===== src/rtl/serial_subtractor.sv =====
// Bit-serial WIDTH-bit subtractor: diff = a - b - bin, bout = borrow-out.
// One full-subtractor cell with a registered borrow handles one bit per clock, LSB first.
`timescale 1ns/1ps
module serial_subtractor #(
  parameter int unsigned WIDTH = 8
) (
  input  logic             clk,
  input  logic             rst,
  input  logic             start,
  input  logic [WIDTH-1:0] a,
  input  logic [WIDTH-1:0] b,
  input  logic             bin,
  output logic             busy,
  output logic             done,
  output logic [WIDTH-1:0] diff,
  output logic             bout
);

  localparam int unsigned CW = (WIDTH > 1) ? $clog2(WIDTH) : 1;
  localparam logic [CW-1:0] LAST = CW'(WIDTH - 1);

  localparam logic [1:0] IDLE  = 2'd0;
  localparam logic [1:0] SHIFT = 2'd1;
  localparam logic [1:0] DONE  = 2'd2;

  logic [1:0]       state;
  logic [WIDTH-1:0] a_sr;
  logic [WIDTH-1:0] b_sr;
  logic [WIDTH-1:0] r_sr;
  logic             borrow;
  logic [CW-1:0]    count;

  logic             ai;
  logic             bi;
  logic             d;
  logic             borrow_next;
  logic [WIDTH-1:0] r_next;
  logic             accept;

  // Full-subtractor cell on the current LSBs and the registered borrow
  always_comb begin
    ai          = a_sr[0];
    bi          = b_sr[0];
    d           = ai ^ bi ^ borrow;
    borrow_next = (~ai & bi) | (~ai & borrow) | (bi & borrow);
    r_next      = {d, r_sr[WIDTH-1:1]};
    accept      = start && ((state == IDLE) || (state == DONE));
  end

  always_ff @(posedge clk) begin
    if (rst) begin
      state  <= IDLE;
      a_sr   <= '0;
      b_sr   <= '0;
      r_sr   <= '0;
      borrow <= 1'b0;
      count  <= '0;
      diff   <= '0;
      bout   <= 1'b0;
    end else begin
      case (state)
        IDLE, DONE: begin
          if (accept) begin
            a_sr   <= a;
            b_sr   <= b;
            r_sr   <= '0;
            borrow <= bin;
            count  <= '0;
            state  <= SHIFT;
          end else begin
            state  <= IDLE;
          end
        end
        SHIFT: begin
          a_sr   <= a_sr >> 1;
          b_sr   <= b_sr >> 1;
          r_sr   <= r_next;
          borrow <= borrow_next;
          count  <= count + 1'b1;
          // Result registers only move on the final bit so partial sums never show
          if (count == LAST) begin
            diff  <= r_next;
            bout  <= borrow_next;
            state <= DONE;
          end
        end
        default: state <= IDLE;
      endcase
    end
  end

  assign busy = (state == SHIFT);
  assign done = (state == DONE);

endmodule


===== config.mk =====
export PLATFORM = sky130hd
export DESIGN_NAME = serial_subtractor
export DESIGN_NICKNAME = d
export VERILOG_FILES = /design/src/rtl/serial_subtractor.sv
export SDC_FILE = /design/constraint.sdc
export NUM_CORES = 1
export LEC_CHECK = 0
export ABC_AREA = 1
export BUFFER_PORTS_ARGS = -buffer_cell sky130_fd_sc_hd__buf_2
export CAP_MARGIN = 40
export CORE_MARGIN = 5
export CORE_UTILIZATION = 56
export CTS_BUF_LIST = sky130_fd_sc_hd__clkbuf_4
export CTS_CLUSTER_DIAMETER = 100
export DETAILED_ROUTE_END_ITERATION = 8
export PLACE_DENSITY_LB_ADDON = 0.1
export SLEW_MARGIN = 20
export SYNTH_ARGS = -nofsm -noshare
export SYNTH_HDL_FRONTEND = slang
export SYNTH_SLANG_ARGS = --single-unit

===== constraint.sdc =====
create_clock -name clk -period 1.28 [get_ports clk]
set_input_delay 0.256 -clock clk [delete_from_list [all_inputs] [get_ports clk]]
set_output_delay 0.256 -clock clk [all_outputs]
set_load 0.01 [all_outputs]

==> impl_metrics.ini <==
[worst_setup_path]
crit_path_max_fanout = 2
crit_type = flip-flop to output pin
cp-end-kind = output pin
path_delay_family = flip-flops
crit_arrival_ps = 1070
r2r-end = diff[7]
max_stage_delay_ps = 380
crit_top_cell = buf_6
cp.required_ps = 1020
r2r_start = count[0]
start_kind = flip-flop
ff2ff_path_depth = 5
crit_chain = inv_4 > nor2_4 > buf_6 > buf_6
critPathBufInv = 3
cp_slowest_cell = dfxtp_4
rrSetupSlack_ps = 70

[synth]
yosysTopAreaCell = dfxtp_1
ys_top_cells_by_area = dfxtp_1, nand3_1, nand2_1
synthesis.nets = 275
ys_types = 22
ys_ff_latch = 38
synthAdderAreaFrac = 0.0251
seq_area_frac_synth = 0.424
synth_mux_area_frac = 0
syn_area_sq_mm = 0.00179
ys_warn_count = 0
synth_top_area_share = 0.424
syn_area_per_cell_sq_um = 7.12
synth_top_family_by_area = simple AND/OR/NAND/NOR gates
synth-compound-area-share = 0.0537
syn_inst = 252
synth-xor-area-share = 0
synth-simple-area-share = 0.356

[outcome]
violations = negative setup slack
run_status = finished with violations

[detailed_routing]
dr.first_iter.drc_count = 102
drc = 0
detail_route.wirelength_um = 3940
vias_per_cell = 5.01
num_vias = 1687
antenna_left = 0
wl_per_cell_um = 11.7
dr.pass1.iters = 4

[grt]
grt_pass1_wl_um = 6620
track_usage = 0.195
grt_pass1_vias = 1498
grt_max_degree = 31
antenna_found_initial = 0
grt_overflow = 0

[clocking]
htree_levels = 2
tritoncts = done
clock-sinks = 38
cts_buffers = 5
cts_max_path_buffers = 2
clock-root-buffer = clkbuf_4
clkSlewWorstSetupHoldPaths_ps = 120
clk_latency_ps = 350

[hold_path]
hp-start = b[3]
holdPathEnd = b_sr[3]
worst_hold_path_type = primary input to flip-flop
holdPathStages = 3

[finish]
fin_area_sq_mm = 0.00217
final_cell_mix = nand2_1, nand3_1, dfxtp_1, inv_1, buf_2
post_route_cells_drive_above_1_share = 0.246
syn2layout_area_growth_pct = 21.1
diodes = 0
nets = 315
layout_commonest_cell = nand2_1

[floorplanning]
die_h_um = 66.6
die_w_um = 66.6
core_area_sq_mm = 0.00305
io_pins = 31
rows = 20
start_util = 0.588
die_area_sq_mm = 0.00444

[power_and_ir_drop]
power_leakage_nw = 1.08
power_density_mw_per_mm2 = 1090
peakVddDrop_mv = 0.740

[run]
cap_viol_max_count = 0

[sta]
setup_slack_ps = -44.7
max_freq_mhz = 755
timing.final.crit_period_ps = 1320
finalSetupViolCount = 1
setup_tns_ps = -44.7
holdWs_ps = 122
final_hold_viol_count = 0
skew_ps = 13.3
max_slew_margin = 0.847
rsz0062_at_grt = true
worst_slew_pin_slew_ps = 227
period_share = 1.03
slew_violations = 0

[placement]
dp.final_hpwl_um = 2560
port-buffer-count = 30
gp_congestion = 0.781
placed_area_sq_mm = 0.00200
## kinds of logic (layout without fill, tap and decap cells)
group                    after synthesis  after routing
flip-flops                            38             38
buffers and inverters                 52             93
AND/OR/NAND/NOR                      142            142
AO/OA/AOI/OAI                         17             17
adder cells (fa/ha/maj)                3              3
## power by group
| part | internal (mW) | switching, mW | total, mW |
|---|---|---|---|
| clock network | 0.228 | 0.386 | 0.614 |
| logic | 0.214 | 0.268 | 0.482 |
| registers | 1.25 | 0.0282 | 1.27 |
| total | 1.69 | 0.683 | 2.37 |
## layout make-up
class                           instances  area [sq um]
Timing Repair Buffer                   48           354
Tap cell                               44          55.1
Inverter                               37           149
Multi-Input combinational cell        162           792
Clock buffer                            6          45.0
Fill cell                             263           881
Clock inverter                          2          8.76
Sequential cell                        38           768
## cells in the mapped netlist
library cell,instances
buf_6,3
buf_2,6
nand2_1,55
a21oi_2,3
nand3b_1,2
fa_1,1
ha_1,2
nand3_1,49
clkinv_1,1
nor2_4,1
nor3_1,15
inv_1,34
buf_4,4
nor2_1,16
inv_2,1
dfxtp_1,38
buf_8,1
inv_4,1
clkbuf_1,1
nand2_2,4
o21ai_0,3
a21oi_1,11
## state kept, by name, summed over array words and instances, names as in the netlist
register and cells:
a_sr 8, b_sr 8, diff 8, r_sr 7
count 3, state 2, borrow 1, bout 1
## worst reg2reg max path: cells and delay by family, from the launching register on
family	cells	cell delay [ps]
buffers and inverters	1	160
DFF	1	370
AOI/OAI and AO/OA	1	140
adders and majority gates	2	360
and+or+nand+nor	1	120
## how the worst max path moves through the flow
stage | from | endpoint | slack [ps] | depth (start not counted)
after floorplan | a_sr[0] | r_sr[7] | 130 | 5
after global placement | a_sr[0] | r_sr[7] | 100 | 5
after detailed placement | count[0] | diff[2] | 30 | 6
after CTS | state[0] | busy | -80 | 4
after global routing | state[0] | busy | -120 | 4
final | state[0] | busy | -40 | 4
## stage by stage
| step | utilization | cells | worst slack, ps | power, mW |
|---|---|---|---|---|
| after floorplan | - | 252 | 126 | 1.62 |
| after global placement | 0.656 | 323 | 95.7 | 1.72 |
| after detailed placement | 0.656 | 323 | 33.2 | 1.72 |
| after CTS | 0.696 | 336 | -84.3 | 2.36 |
| after global routing | 0.711 | 337 | -120 | 2.52 |
| final | 0.711 | 337 | -44.7 | 2.37 |
## timing repair
| item | CTS | global route |
|---|---|---|
| pin swaps | 2 | 2 |
| endpoints found under the setup margin | 2 | 32 |
| hold buffers | 0 | 0 |
| buffers inserted | 5 | 1 |
| gates resized for setup | 11 | 12 |
## per-layer routing
| metal | vias to the layer above | part of all wire | global-route usage |
|---|---|---|---|
| li1 | 872 | - | - |
| met1 | 777 | 0.47 | 0.249 |
| met2 | 33 | 0.47 | 0.314 |
| met3 | 5 | 0.049 | 0.0455 |
| met4 | 0 | 0.012 | 0.0761 |
| met5 | - | 0 | 0 |
(Power assumes the default switching activity.)
